File: src/rtl/div_unit_pkg.sv
// Shared ALU definitions for the sequential divider: state encoding,
// iteration count and counter width.
package div_unit_pkg;

  localparam int DIV_WIDTH = 32;
  localparam int DIV_ITER  = DIV_WIDTH;
  localparam int DIV_CNT_W = $clog2(DIV_WIDTH) + 1;

  typedef enum logic [1:0] {
    ST_IDLE = 2'd0,
    ST_RUN  = 2'd1,
    ST_DONE = 2'd2
  } div_state_t;

endpackage : div_unit_pkg

File: src/rtl/div_controller.sv
// One radix-2 restoring step: shift the next dividend bit into the partial
// remainder, trial-subtract the divisor and keep the result only if it is non-negative.
module div_controller #(
  parameter int WIDTH = 32
) (
  input  logic [WIDTH-1:0] i_rem,
  input  logic [WIDTH-1:0] i_div,
  input  logic             i_q_in,
  output logic [WIDTH-1:0] o_rem,
  output logic             o_q_bit
);

  logic [WIDTH:0]   w_shifted;
  logic [WIDTH+1:0] w_trial;

  // The extra top bit of the trial is the borrow: set means trial < 0.
  assign w_shifted = {i_rem, i_q_in};
  assign w_trial   = {1'b0, w_shifted} - {2'b00, i_div};

  always_comb begin
    o_q_bit = ~w_trial[WIDTH+1];
    o_rem   = w_shifted[WIDTH-1:0];
    if (o_q_bit) begin
      o_rem = w_trial[WIDTH-1:0];
    end
  end

endmodule : div_controller

File: src/rtl/div_unit.sv
// Sequential signed divider: captures operands on start, runs WIDTH restoring
// iterations on magnitudes, then registers sign-corrected quotient/remainder.
module div_unit
  import div_unit_pkg::*;
#(
  parameter int WIDTH = DIV_WIDTH
) (
  input  logic             clk,
  input  logic             reset,
  input  logic             start,
  input  logic [WIDTH-1:0] dividend,
  input  logic [WIDTH-1:0] divisor,
  output logic [WIDTH-1:0] out,
  output logic [WIDTH-1:0] remainder,
  output logic             ready,
  output logic             exception,
  output div_state_t       dbg_state
);

  localparam int CW = $clog2(WIDTH) + 1;

  // Handshake: start is a one-cycle request accepted in any state; ready is
  // high while a finished result is held and drops on the next start or reset.

  div_state_t       r_state;
  div_state_t       w_state_next;
  logic [CW-1:0]    r_count;
  logic [WIDTH-1:0] r_rem;
  logic [WIDTH-1:0] r_quo;
  logic [WIDTH-1:0] r_den;
  logic [WIDTH-1:0] r_dividend;
  logic             r_neg_q;
  logic             r_neg_r;
  logic             r_dz;
  logic [WIDTH-1:0] r_out;
  logic [WIDTH-1:0] r_rem_out;
  logic             r_ready;
  logic             r_exc;

  logic             w_last;
  logic             w_iter;
  logic             w_finish;
  logic [WIDTH-1:0] w_rem_next;
  logic             w_q_bit;
  logic [WIDTH-1:0] w_quo_next;

  function automatic logic [WIDTH-1:0] magnitude(input logic [WIDTH-1:0] v);
    return v[WIDTH-1] ? (~v + 1'b1) : v;
  endfunction

  div_controller #(.WIDTH(WIDTH)) u_step (
    .i_rem   (r_rem),
    .i_div   (r_den),
    .i_q_in  (r_quo[WIDTH-1]),
    .o_rem   (w_rem_next),
    .o_q_bit (w_q_bit)
  );

  assign w_quo_next = {r_quo[WIDTH-2:0], w_q_bit};
  assign w_last     = (r_count == CW'(DIV_ITER - 1));

  always_ff @(posedge clk or posedge reset) begin
    if (reset) begin
      r_state <= ST_IDLE;
    end else begin
      r_state <= w_state_next;
    end
  end

  always_comb begin
    w_state_next = r_state;
    if (start) begin
      w_state_next = ST_RUN;
    end else begin
      case (r_state)
        ST_RUN:  if (w_last) w_state_next = ST_DONE;
        default: w_state_next = r_state;
      endcase
    end
  end

  always_comb begin
    w_iter   = 1'b0;
    w_finish = 1'b0;
    if (!start && (r_state == ST_RUN)) begin
      w_iter   = 1'b1;
      w_finish = w_last;
    end
  end

  always_ff @(posedge clk or posedge reset) begin
    if (reset) begin
      r_count    <= '0;
      r_rem      <= '0;
      r_quo      <= '0;
      r_den      <= '0;
      r_dividend <= '0;
      r_neg_q    <= 1'b0;
      r_neg_r    <= 1'b0;
      r_dz       <= 1'b0;
      r_out      <= '0;
      r_rem_out  <= '0;
      r_ready    <= 1'b0;
      r_exc      <= 1'b0;
    end else if (start) begin
      r_count    <= '0;
      r_rem      <= '0;
      r_quo      <= magnitude(dividend);
      r_den      <= magnitude(divisor);
      r_dividend <= dividend;
      r_neg_q    <= dividend[WIDTH-1] ^ divisor[WIDTH-1];
      r_neg_r    <= dividend[WIDTH-1];
      r_dz       <= (divisor == '0);
      r_out      <= '0;
      r_rem_out  <= '0;
      r_ready    <= 1'b0;
      r_exc      <= 1'b0;
    end else if (w_iter) begin
      r_rem   <= w_rem_next;
      r_quo   <= w_quo_next;
      r_count <= r_count + CW'(1);
      if (w_finish) begin
        r_ready <= 1'b1;
        r_exc   <= r_dz;
        if (r_dz) begin
          r_out     <= '0;
          r_rem_out <= r_dividend;
        end else begin
          r_out     <= r_neg_q ? (~w_quo_next + 1'b1) : w_quo_next;
          r_rem_out <= r_neg_r ? (~w_rem_next + 1'b1) : w_rem_next;
        end
      end
    end
  end

  assign out       = r_out;
  assign remainder = r_rem_out;
  assign ready     = r_ready;
  assign exception = r_exc;
  assign dbg_state = r_state;

endmodule : div_unit

File: config.mk
export PLATFORM = sky130hd
export DESIGN_NAME = div_unit
export DESIGN_NICKNAME = d
export VERILOG_FILES = /design/src/rtl/div_unit_pkg.sv /design/src/rtl/div_controller.sv /design/src/rtl/div_unit.sv
export SDC_FILE = /design/constraint.sdc
export NUM_CORES = 1
export LEC_CHECK = 0
export CAP_MARGIN = 0
export CORE_MARGIN = 2
export CORE_UTILIZATION = 45
export CTS_CLUSTER_SIZE = 28
export DETAILED_ROUTE_END_ITERATION = 8
export PLACE_DENSITY = 0.66
export SYNTH_ARGS = -nofsm -noshare
export SYNTH_HDL_FRONTEND = slang
export SYNTH_HIERARCHICAL = 1
export SYNTH_SLANG_ARGS = --single-unit
export TNS_END_PERCENT = 10
File: constraint.sdc
create_clock -name clk -period 7.3 [get_ports clk]
set_clock_uncertainty 0.15 [all_clocks]
set_input_delay 1.095 -clock clk [delete_from_list [all_inputs] [get_ports clk]]
set_output_delay 1.095 -clock clk [all_outputs]
set_load 0.01 [all_outputs]
* Word level (Yosys, flattened, before mapping)
Index checks and enable logic that the tools add are counted. Widths: inputs -> output; s select.
Storage, ports and cells: register bits after elaboration 205, bits of input ports 67, output and inout bits 68, logic and storage cells 66
Operators by class: add/sub/neg operators 6, equal/unequal tests 2, muxes and demuxes 30, bitwise logic cells 6, reduce and logical (&&, ||, !) cells 9
Operators by type and width (count):
- $mux 32 | 17
- $add 32x1->32 const B | 4
- $not 32->32 | 4
- $sub 33x32->34 | 1
- $logic_not 32->1 | 1
- $mux 6 | 2
- $mux 1 | 8
- $reduce_bool 2->1 | 4
- $add 6x1->6 const B | 1
- $eq 6x5->1 const B | 1
- $mux 2 | 3
- $reduce_and 2->1 | 2
- $eq 2x1->1 const B | 1
- $logic_and 1x1->1 | 1
- $logic_not 1->1 | 1
- $not 1->1 | 1
- $xor 1x1->1 | 1

* Longest topological paths before layout
Gate-level depths: netlist of run 1.
depth in word-level cells 9, depth in mapped cells 20

* Hierarchy
Netlist of run 1, hierarchy kept.
Modules (own cells, without submodules):
- div_unit | instances 1, cells an instance 1110, area each 10606.4 µm², sequential area each 5104.9 µm²
- div_controller | instances 1, cells an instance 372, area each 2373.5 µm², sequential area each 0.0 µm²

* Worst setup path after synthesis of run 1
Ideal clock, no wire load.
kind flip-flop to flip-flop, from reg r_quo[31], to reg r_rem_out[31], in the netlist remainder[31], library setup time 0.135 ns, data arrival time 4.204 ns, data required time 7.015 ns, path slack 2.811 ns, cell stages (with the launch flop) 17, period minus slack after synthesis 4.489 ns, cells stage by stage dfrtp_1 > inv_1 > ha_1 > inv_1 > fa_1 > a21o_1 > a31oi_2 > nor3_1 > a31oi_2 > o21ai_0 > xnor2_1 > o21ai_0 > or4_4 > or4b_4 > or4_4 > a2111oi_2 > a211oi_1
Between the ends: word-level cells in the longest chain between the ends 9
Ends and longest elaborated chain:
- start: declaration | RTL line div_unit.sv:29 | logic [WIDTH-1:0] r_quo;
- start signal: assignment | RTL line div_unit.sv:108 | r_quo <= magnitude(dividend);
- start signal: assignment | RTL line div_unit.sv:120 | r_quo <= w_quo_next;
- $sub 33x32->34 | RTL line div_controller.sv:18 | assign w_trial = {1'b0, w_shifted} - {2'b00, i_div};
- $mux 32 | RTL line div_controller.sv:23 | if (o_q_bit) begin
- via w_rem_next[18] | RTL line div_unit.sv:43 | logic [WIDTH-1:0] w_rem_next;
- $not 32->32 | RTL line div_unit.sv:130 | r_rem_out <= r_neg_r ? (~w_rem_next + 1'b1) : w_rem_next;
- $add 32x1->32 | RTL line div_unit.sv:130
- $mux 32 | RTL line div_unit.sv:130
- $mux 32 | RTL line div_unit.sv:125 | if (r_dz) begin
- $mux 32 | RTL line div_unit.sv:122 | if (w_finish) begin
- $mux 32 | RTL line div_unit.sv:118 | end else if (w_iter) begin
- $mux 32 | RTL line div_unit.sv:105 | end else if (start) begin
- end signal: assignment | RTL line div_unit.sv:127 | r_rem_out <= r_dividend;
- end signal: assignment | RTL line div_unit.sv:130
- end: declaration | RTL line div_unit.sv:36 | logic [WIDTH-1:0] r_rem_out;
The timed path passes the listed nets, and every way through them passes these cells. The select of a mux whose other input is x is not followed. A chain may end at the register's enable or synchronous reset.

* Final worst setup path of run 1
from reg r_rem[5], to reg r_rem_out[31], in the netlist remainder[31]
Between the ends: word-level cells in the longest chain between the ends 9
Ends and longest elaborated chain:
- start: declaration | RTL line div_unit.sv:28 | logic [WIDTH-1:0] r_rem;
- start signal: assignment | RTL line div_unit.sv:119 | r_rem <= w_rem_next;
- $sub 33x32->34 | RTL line div_controller.sv:18
- $mux 32 | RTL line div_controller.sv:23
- via w_rem_next[15] | RTL line div_unit.sv:43
- $not 32->32 | RTL line div_unit.sv:130
- $add 32x1->32 | RTL line div_unit.sv:130
- $mux 32 | RTL line div_unit.sv:130
- $mux 32 | RTL line div_unit.sv:125
- $mux 32 | RTL line div_unit.sv:122
- $mux 32 | RTL line div_unit.sv:118
- $mux 32 | RTL line div_unit.sv:105
The timed path passes the listed nets, and every way through them passes these cells. The select of a mux whose other input is x is not followed.

==> results.sh, run 1 <==
export IMPL_routed_wl_mm=34.6
export IMPL_synth_nets=1587
export IMPL_status="finished clean"
export IMPL_whs_ns=0.322
export IMPL_yosysUniqueCellTypes=76
export IMPL_synth_edf_count=0
export IMPL_area_growth_synth_to_final_pct=18.2
export IMPL_worst_setup_path_end_kind="register"
export IMPL_port_buffers=134
export IMPL_hp_start="out[27]"
export IMPL_syn_avg_cell_area_um2=8.76
export IMPL_synthArstFlopShare_pct=100
export IMPL_clk_latency_ns=0.52
export IMPL_p_leak_nw=6.44
export IMPL_cts_tree="done"
export IMPL_cts_buffer_depth=3
export IMPL_min_path_cells=2
export IMPL_p_per_area_mw_per_mm2=305
export IMPL_root_buffer="clkbuf_16"
export IMPL_path_max_fanout=29
export IMPL_grt_antenna_before_repair=0
export IMPL_start_kind="register"
export IMPL_tightest_slew_ns=0.996
export IMPL_place_hpwl_mm=25.2
export IMPL_core_area_mm2=0.0285
export IMPL_rsz0062_at_grt="false"
export IMPL_min_to="out[27]"
export IMPL_synth_seq_cells=204
export IMPL_die_x_um=174
export IMPL_cts_htree_levels=1
export IMPL_drc=0
export IMPL_cap_violations=0
export IMPL_overflow=0
export IMPL_cts_setup_buffers=0
export IMPL_viasPerCell=5.63
export IMPL_start_util_pct=45.5
export IMPL_cts_resized=0
export IMPL_fmax_ghz=0.194
export IMPL_required_ns=7.53
export IMPL_n_antenna_cell=0
export IMPL_dr_total_vias=11100
export IMPL_min_period_ns=5.15
export IMPL_met3WireLength_mm=1.53
export IMPL_drt_pass1_iter_count=5
export IMPL_min_path_type="reg -> reg"
export IMPL_worstRegToRegCells=14
export IMPL_r2r_end="remainder[31]"
export IMPL_grt_use_total_pct=22.9
export IMPL_highest_layer="met4"
export IMPL_placed_cells=1929
export IMPL_period_share_pct=70.6
export IMPL_yosysSeqAreaShare_pct=39.3
export IMPL_layout_cells_non_filler=1969
export IMPL_fp_dieH_um=174
export IMPL_cts_made_buffers=23
export IMPL_grt_pass1_vias=10700
export IMPL_antenna_left=0
export IMPL_vdd_drop_max_mv=0.172
export IMPL_finalSetupViolCount=0
export IMPL_ios=135
export IMPL_grt_max_degree=75
export IMPL_rrSetupSlack_ns=2.15
export IMPL_wl_per_cell_um=17.6
export IMPL_wl_met2_mm=16.4
export IMPL_startpoint="r_rem[5]"
export IMPL_r2r_start="r_rem[5]"
export IMPL_hold_viol=0
export IMPL_synth_area_mm2=0.0130
export IMPL_tns_ns=0
export IMPL_clock_sinks=204
export IMPL_clk_pin_slew_worst_paths_ns=0.06
export IMPL_nets=1675
export IMPL_report_final_slew_viol_count=0
export IMPL_m1WireLength_mm=16.2
export IMPL_cts_hold_buf=0
export IMPL_die_area_mm2=0.0302
export IMPL_num_rows=62
export IMPL_syn_inst=1482
export IMPL_max_slew_margin_pct=33.5
export IMPL_cp_arrival_ns=5.38
export IMPL_drt_iter0_drc=714
export IMPL_gp_congestion=0.912
export IMPL_critPathKind="reg -> reg"
export IMPL_grt_pass1_wl_mm=56.9
export IMPL_layout_drive_gt1_share_pct=7.82
export IMPL_ys_flop_type="dfrtp_1"
export IMPL_yosysWarnings=6
-- cell usage in the layout (no fill, tap or decap), types with 4 or more instances in the layout --
cell type,n
and2_1,26
nand2_1,194
mux2i_1,11
buf_4,18
nand2b_1,6
nor3_1,15
clkdlybuf4s50_1,133
a22oi_1,20
or4_1,15
a21oi_1,127
or2_2,7
a22o_1,4
nor4_1,15
or3_1,15
and3_1,4
nor3b_1,4
xnor2_1,24
o21a_1,5
xor2_1,119
clkbuf_16,23
o41ai_1,27
a21boi_0,4
clkinvlp_4,4
nor2b_1,7
ha_1,37
o31ai_1,53
o21ai_0,137
o21bai_1,4
a21o_1,15
a211oi_1,29
o211ai_1,4
nor2_1,80
mux2_2,35
nand4_1,10
clkinv_2,5
a31oi_1,7
nand3_1,13
dfrtp_1,204
inv_1,60
-- cell usage after synthesis, types with 4 or more instances --
master    number  share of area [%]
o21bai_1       4               0.23
xnor2_1       24                1.6
or2_2          7               0.34
dfrtp_1      204                 39
o31ai_1       53                3.1
mux2i_1       11               0.85
inv_1         61                1.8
nor3_1        15               0.58
a31oi_1        7               0.34
xor2_1       119                8.0
buf_1          8               0.23
clkbuf_1      69                2.0
and2_1        26                1.3
nand3_1       13               0.50
o41ai_1       27                1.8
nor3b_1        4               0.23
a211oi_1      29                1.7
or3_1         15               0.72
a21boi_0       4               0.23
buf_2          9               0.35
a21oi_1      127                4.9
o21a_1         5               0.29
nor2b_1        8               0.39
o211ai_1       4               0.23
nor4_1        15               0.72
or4_1         15               0.87
nor2_1        81                2.3
a22oi_1       20                1.2
o21ai_0      137                5.3
nand2b_1       7               0.34
and3_1         4               0.19
a21o_1        15               0.87
mux2_2        35                3.0
ha_1          37                3.6
nand4_1       10               0.48
nand2_1      194                5.6
a22o_1         4               0.27
-- state kept, by name, indices dropped and copies added (netlist names) --
name / count
dbg_state: 2
exception: 1
out: 32
r_count: 6
r_den: 32
r_dividend: 32
r_dz: 1
r_neg_q: 1
r_quo: 32
r_rem: 32
ready: 1
remainder: 32
-- logic make-up after synthesis --
| kind of cell | after synthesis | synth area share (%) |
|---|---|---|
| compound gates | 470 | 23.0 |
| xor+xnor | 143 | 9.65 |
| fa+ha+maj | 38 | 3.72 |
| buf+inv | 151 | 4.57 |
| flops | 204 | 39.3 |
| mux | 47 | 4.00 |
| simple gates | 429 | 15.8 |
-- through the flow --
step / utilization [%] / cell area (um^2) / power [mW] / setup WS (ns)
4_1_cts: 53.8 / 15300 / 4.70 / 2.12
3_3_place_gp: 51.2 / 14600 / 3.53 / 2.27
5_1_grt: 53.8 / 15300 / 5.02 / 1.83
2_1_floorplan: - / 13000 / 2.97 / 0.488
6_report: 53.8 / 15300 / 4.68 / 2.15
3_5_place_dp: 51.2 / 14600 / 3.54 / 2.19
-- routing by layer --
layer / GRT usage [%] / vias up
met5: 0 / -
met4: 4.59 / 0
met3: 2.48 / 39
met2: 38.6 / 255
met1: 32.0 / 5317
li1: - / 5484
-- cell type report --
type / instances / area [um^2]
clock inverters: 12 / 124
well taps: 384 / 480
repair buffers: 152 / 1480
clock buffers: 28 / 614
inverters: 62 / 240
fillers: 2782 / 13200
multi-input cells: 1127 / 7310
flip-flops and latches: 204 / 5100
-- where the power goes --
group | total (mW) | switching, mW | leakage, nW | internal [mW]
clock network | 1.14 | 0.469 | 0.354 | 0.670
registers | 1.41 | 0.139 | 2.58 | 1.27
logic | 2.13 | 1.33 | 3.50 | 0.805
-- critical path: stages (launching register included) --
cell,delay (ns)
dfrtp_1,0.40
ha_1,0.38
a21oi_1,0.22
o21ai_0,0.16
a21oi_1,0.36
a311oi_2,0.22
nor3_4,0.16
buf_4,0.33
inv_2,0.24
mux2_4,0.39
or4_4,0.43
or4b_4,0.57
or4_4,0.51
a2111oi_2,0.37
a211oi_1,0.10
-- worst max-delay path by stage --
| stage | cells past startpoint | endpoint | slack (ns) |
|---|---|---|---|
| floorplan | 1 | dbg_state[0] | 0.49 |
| global placement | 14 | remainder[31] | 2.27 |
| detailed placement | 14 | remainder[31] | 2.19 |
| CTS | 14 | remainder[31] | 2.12 |
| global route | 17 | remainder[24] | 1.83 |
| finish | 14 | remainder[31] | 2.15 |
Note: power is estimated with default switching activity, not from simulation.
==> inputs of run 2 (changes only) <==
PLACE_DENSITY = 0.68   (was 0.66)
clock period = 4.4 ns   (was 7.3 ns; I/O delays follow)
==> run 2 against run 1 <==
Net effect:
- cell count increased by 8.4%
- count of clock-buffer cells in the layout up 4
- core utilization grew 5.4 points
- register-to-register slack worse by 2.1 ns
- worst hold slack better by 0.00088 ns
- largest power group unchanged
==> results.sh, run 2 (same netlist as run 1, synthesis figures left out) <==
export IMPL_die_area_mm2=0.0302
export IMPL_post_place_ws_ns=-0.160
export IMPL_routed_wl_mm=36.7
export IMPL_grt_pass1_wl_mm=59.4
export IMPL_overflow=0
export IMPL_period_share_pct=98.5
export IMPL_finalSetupViolCount=0
export IMPL_fmax_ghz=0.231
export IMPL_power_total_mw=9.33
export IMPL_nFillCells=2580
export IMPL_grt_pass1_vias=11400
export IMPL_required_ns=4.66
export IMPL_min_period_ns=4.34
export IMPL_ios=135
export IMPL_report_final_slew_viol_count=0
export IMPL_clk_latency_ns=0.53
export IMPL_cts_htree_levels=1
export IMPL_grt_max_degree=170
export IMPL_antenna_left=0
export IMPL_drt_iter0_drc=878
export IMPL_gp_congestion=0.876
export IMPL_path_max_fanout=2
export IMPL_cap_violations=0
export IMPL_grt_antenna_before_repair=0
export IMPL_dr_total_vias=11900
export IMPL_cts_tree="done"
export IMPL_layout_drive_gt1_share_pct=18.2
export IMPL_clk_pin_slew_worst_paths_ns=0.06
export IMPL_drc=0
export IMPL_rsz0062_at_grt="true"
export IMPL_port_buffers=134
export IMPL_p_leak_nw=7.31
export IMPL_cp_arrival_ns=4.60
export IMPL_final_cell_mix="dfrtp_1 (204), nand2_1 (194), buf_4 (179)"
export IMPL_num_rows=62
export IMPL_grt_use_total_pct=23.9
export IMPL_n_antenna_cell=0
export IMPL_max_slew_margin_pct=17.2
export IMPL_critPathKind="reg -> reg"
export IMPL_cts_buffer_depth=3
export IMPL_root_buffer="clkbuf_16"
export IMPL_clock_sinks=204
export IMPL_nets=1839
export IMPL_status="finished clean"
export IMPL_fp_dieH_um=174
export IMPL_p_per_area_mw_per_mm2=553
export IMPL_vdd_drop_max_mv=0.371
export IMPL_hold_viol=0
export IMPL_worst_setup_path_end_kind="register"
export IMPL_cts_made_buffers=23
export IMPL_min_path_type="reg -> reg"
export IMPL_viasPerCell=5.56
export IMPL_tightest_slew_ns=1.24
export IMPL_area_growth_synth_to_final_pct=30.1
export IMPL_start_util_pct=45.5
export IMPL_drt_pass1_iter_count=5
export IMPL_fin_ws_ns=0.0649
export IMPL_place_hpwl_mm=27.1
export IMPL_core_area_mm2=0.0285
export IMPL_final_common_cell="dfrtp_1"
export IMPL_start_kind="register"
export IMPL_die_x_um=174
export IMPL_wl_per_cell_um=17.2
[run 2: cell count changes in the layout (fill, tap and decap cells not counted), moves of 4 or more]
cell,change
a21oi_1,-6
a21oi_2,+6
buf_4,+161
ha_1,-6
ha_4,+4
o21ai_0,-6
o21ai_1,+6
o41ai_1,-4
[run 2: stage by stage]
| step | hold WS (ns) | instance area (um^2) | cells | setup TNS (ns) | util [%] |
|---|---|---|---|---|---|
| global placement | 0.312 | 15800 | 2088 | -0.141 | 55.4 |
| floorplan | 0.319 | 13000 | 1482 | -0.0890 | - |
| finish | 0.323 | 16900 | 2134 | 0 | 59.1 |
| global route | 0.365 | 16900 | 2134 | -0.945 | 59.1 |
| detailed placement | 0.320 | 15800 | 2088 | -0.552 | 55.4 |
| CTS | 0.333 | 16800 | 2134 | -0.00505 | 58.7 |
[run 2: timing repair]
action | 4_1_cts | 5_1_grt
cloned | 1 | 0
buffers inserted | 4 | 0
hold endpoints to repair | 0 | 0
endpoints found under the setup margin | 7 | 19
resized for setup | 25 | 21
pin swaps | 10 | 7
hold buffers | 0 | 0
[run 2: path summary, 6_finish.rpt]
kind                          start       endpoint  slack [ns]  depth (start not counted)
setup / recovery           r_den[0]  remainder[31]        0.06                         15
hold / removal               out[4]         out[4]        0.32                          2
setup reg to reg           r_den[0]  remainder[31]        0.06                         15
hold reg to reg              out[4]         out[4]        0.32                          2
max in group asynchronous     reset        out[24]        2.74                          3
min in group asynchronous     reset       r_rem[3]        0.47                          3
[run 2: area by class of cell]
| type | count | area [um^2] | area share, % |
|---|---|---|---|
| well taps | 384 | 480 | 2.85 |
| flip-flops and latches | 204 | 5100 | 30.2 |
| inverters | 62 | 236 | 1.40 |
| clock buffers | 32 | 659 | 3.91 |
| repair buffers | 315 | 2720 | 16.1 |
| multi-input cells | 1128 | 7570 | 44.8 |
| clock inverters | 9 | 115 | 0.682 |
[run 2: report_power, final]
part / total, mW / leakage [nW] / switching (mW) / internal (mW)
Clock: 1.98 / 0.378 / 0.807 / 1.17
Sequential: 2.38 / 2.58 / 0.267 / 2.11
Combinational: 4.98 / 4.35 / 2.59 / 2.39
[run 2: routing by layer]
layer / global-route usage, % / vias up / share of wire, %
met5: 0 / - / 0
met2: 40.8 / 293 / 48
met3: 2.39 / 59 / 3.7
met4: 6.23 / 0 / 2.4
li1: - / 5822 / -
met1: 32.6 / 5684 / 46
[run 2: worst max-delay path, cell delays in order (launching register included)]
cell and delay [ns]:
dfrtp_1 0.39, ha_2 0.19, inv_1 0.07, fa_2 0.21, a21o_1 0.17, a31oi_4 0.10
nor3_1 0.36, a31oi_2 0.17, o21ai_1 0.21, xnor2_1 0.16, o21ai_1 0.10, or4_4 0.55
or4b_4 0.54, or4_4 0.45, a2111oi_4 0.32, a211oi_1 0.08
==> inputs of run 3 (changes only) <==
CORE_MARGIN = 1   (was 2)
==> run 3 against run 2 <==
Net effect:
- via count up 0.88%
- cell count up 1.1%
- sequential cell count unchanged
- largest cell class unchanged
- sequential power about the same
==> results.sh, run 3 (same netlist as run 1, synthesis figures left out) <==
export IMPL_worstRegToRegCells=15
export IMPL_grt_use_total_pct=25.0
export IMPL_cts_htree_levels=1
export IMPL_path_max_fanout=5
export IMPL_p_comb_share_pct=55.1
export IMPL_viasPerCell=5.54
export IMPL_final_cell_area_mm2=0.0173
export IMPL_r2r_start="r_den[1]"
export IMPL_min_to="out[2]"
export IMPL_rrSetupSlack_ns=0.06
export IMPL_final_util_pct=61.6
export IMPL_num_rows=61
export IMPL_cp_arrival_ns=4.61
export IMPL_antenna_left=0
export IMPL_start_util_pct=46.2
export IMPL_tightest_slew_ns=1.23
export IMPL_p_sw_share_pct=39.8
export IMPL_clk_latency_ns=0.54
export IMPL_dr_total_vias=12000
export IMPL_port_buffers=134
export IMPL_max_slew_margin_pct=18.0
export IMPL_start_kind="register"
export IMPL_r2r_end="remainder[31]"
export IMPL_p_leak_nw=7.47
export IMPL_cts_buffer_depth=3
export IMPL_required_ns=4.67
export IMPL_drt_pass1_iter_count=7
export IMPL_cts_made_buffers=24
export IMPL_grt_max_degree=84
export IMPL_worst_setup_path_end_kind="register"
export IMPL_root_buffer="clkbuf_16"
export IMPL_cts_tree="done"
export IMPL_routed_wl_mm=37.1
export IMPL_startpoint="r_den[1]"
export IMPL_die_x_um=172
export IMPL_min_path_cells=2
export IMPL_vdd_drop_max_mv=0.342
export IMPL_min_period_ns=4.34
export IMPL_area_growth_synth_to_final_pct=33.4
export IMPL_hold_viol=0
export IMPL_hp_start="out[2]"
export IMPL_ios=135
export IMPL_core_area_mm2=0.0281
export IMPL_clkPwrFrac_pct=20.4
export IMPL_wl_per_cell_um=17.2
export IMPL_layout_drive_gt1_share_pct=21.1
export IMPL_rsz0062_at_grt="true"
export IMPL_p_per_area_mw_per_mm2=562
export IMPL_nFillCells=2468
export IMPL_status="finished clean"
export IMPL_seq_area_mm2=0.00511
export IMPL_critPathKind="reg -> reg"
export IMPL_drc=0
export IMPL_grt_antenna_before_repair=1
export IMPL_grt_pass1_wl_mm=59.3
export IMPL_fmax_ghz=0.230
export IMPL_gp_congestion=0.883
export IMPL_power_total_mw=9.73
export IMPL_cap_violations=0
export IMPL_post_dp_cell_area_mm2=0.0160
export IMPL_clock_sinks=204
export IMPL_p_seq_share_pct=24.5
export IMPL_period_share_pct=98.7
export IMPL_min_path_type="reg -> reg"
export IMPL_switchingPower_mw=3.87
export IMPL_fp_dieH_um=172
export IMPL_grt_pass1_vias=11500
export IMPL_report_final_slew_viol_count=0
export IMPL_drt_iter0_drc=825
export IMPL_finalSetupViolCount=0
export IMPL_overflow=0
export IMPL_p_int_mw=5.86
export IMPL_die_area_mm2=0.0295
export IMPL_multi_input_area_mm2=0.00771
export IMPL_clk_pin_slew_worst_paths_ns=0.07
export IMPL_nets=1867
export IMPL_place_hpwl_mm=26.8
export IMPL_final_cell_mix="dfrtp_1 (200), buf_4 (200), nand2_1 (194)"
-- run 3: layout make-up --
| cell class | instances | share of cell area [%] |
|---|---|---|
| multi-input combinational | 1128 | 44.6 |
| sequential | 204 | 29.5 |
| timing repair buffer | 342 | 17.2 |
| clock buffer | 36 | 4.25 |
| tap | 378 | 2.73 |
| inverter | 62 | 1.37 |
| clock inverter | 7 | 0.325 |
| antenna | 1 | 0.0145 |
-- run 3: repair_timing --
| action | in CTS | in global routing |
|---|---|---|
| endpoints found under the setup margin | 15 | 21 |
| resized for setup | 17 | 59 |
| pin swaps | 8 | 26 |
| hold buffers | 0 | 0 |
| setup buffers | 5 | 7 |
| cloned | 0 | 1 |
-- run 3: worst max-delay path by stage --
stage                                to  slack [ns]  cells after the start
after global placement    remainder[31]       -0.19                     13
after floorplan           remainder[31]       -0.09                     16
after detailed placement  remainder[24]       -0.29                     16
final                     remainder[31]        0.06                     15
after CTS                 remainder[26]       -0.02                     16
after global routing      remainder[14]       -0.07                     20
-- run 3: metrics by stage --
| stage | TNS [ns] | cells | hold slack (ns) | setup slack [ns] |
|---|---|---|---|---|
| 2_1_floorplan | -0.0890 | 1482 | 0.319 | -0.0890 |
| 3_3_place_gp | -1.03 | 2101 | 0.314 | -0.190 |
| 3_5_place_dp | -2.23 | 2101 | 0.319 | -0.287 |
| 4_1_cts | -0.0510 | 2149 | 0.332 | -0.0207 |
| 5_1_grt | -0.421 | 2157 | 0.349 | -0.0738 |
| 6_report | 0 | 2158 | 0.326 | 0.0565 |
-- run 3: critical path: stages (launching register included) --
cell and delay, ns:
dfrtp_1 0.39, inv_2 0.08, ha_4 0.19, nor2b_2 0.15, o2111a_2 0.28, o2111ai_4 0.24
a311oi_2 0.16, nor3_4 0.21, buf_12 0.15, inv_2 0.05, mux2_4 0.30, or4_4 0.54
or4b_4 0.50, or4_4 0.56, a2111oi_4 0.21, a211oi_2 0.06
-- run 3: power groups by stage --
| stage | clock (mW) | combinational, mW | sequential [mW] |
|---|---|---|---|
| after detailed placement | 0 | 4.70 | 2.38 |
| after global routing | 2.08 | 5.79 | 2.41 |
| after floorplan | 0 | 2.64 | 2.28 |
| final | 1.99 | 5.36 | 2.38 |
| after global placement | 0 | 4.63 | 2.37 |
| after CTS | 2.03 | 4.88 | 2.36 |
-- run 3: layer usage --
layer | global-route usage [%] | routed length (um) | part of all wire (%)
met5 | 0 | 0 | 0
met4 | 7.16 | 889 | 2.4
met1 | 33.5 | 16900 | 45
met2 | 42.4 | 17800 | 48
met3 | 3.11 | 1550 | 4.2
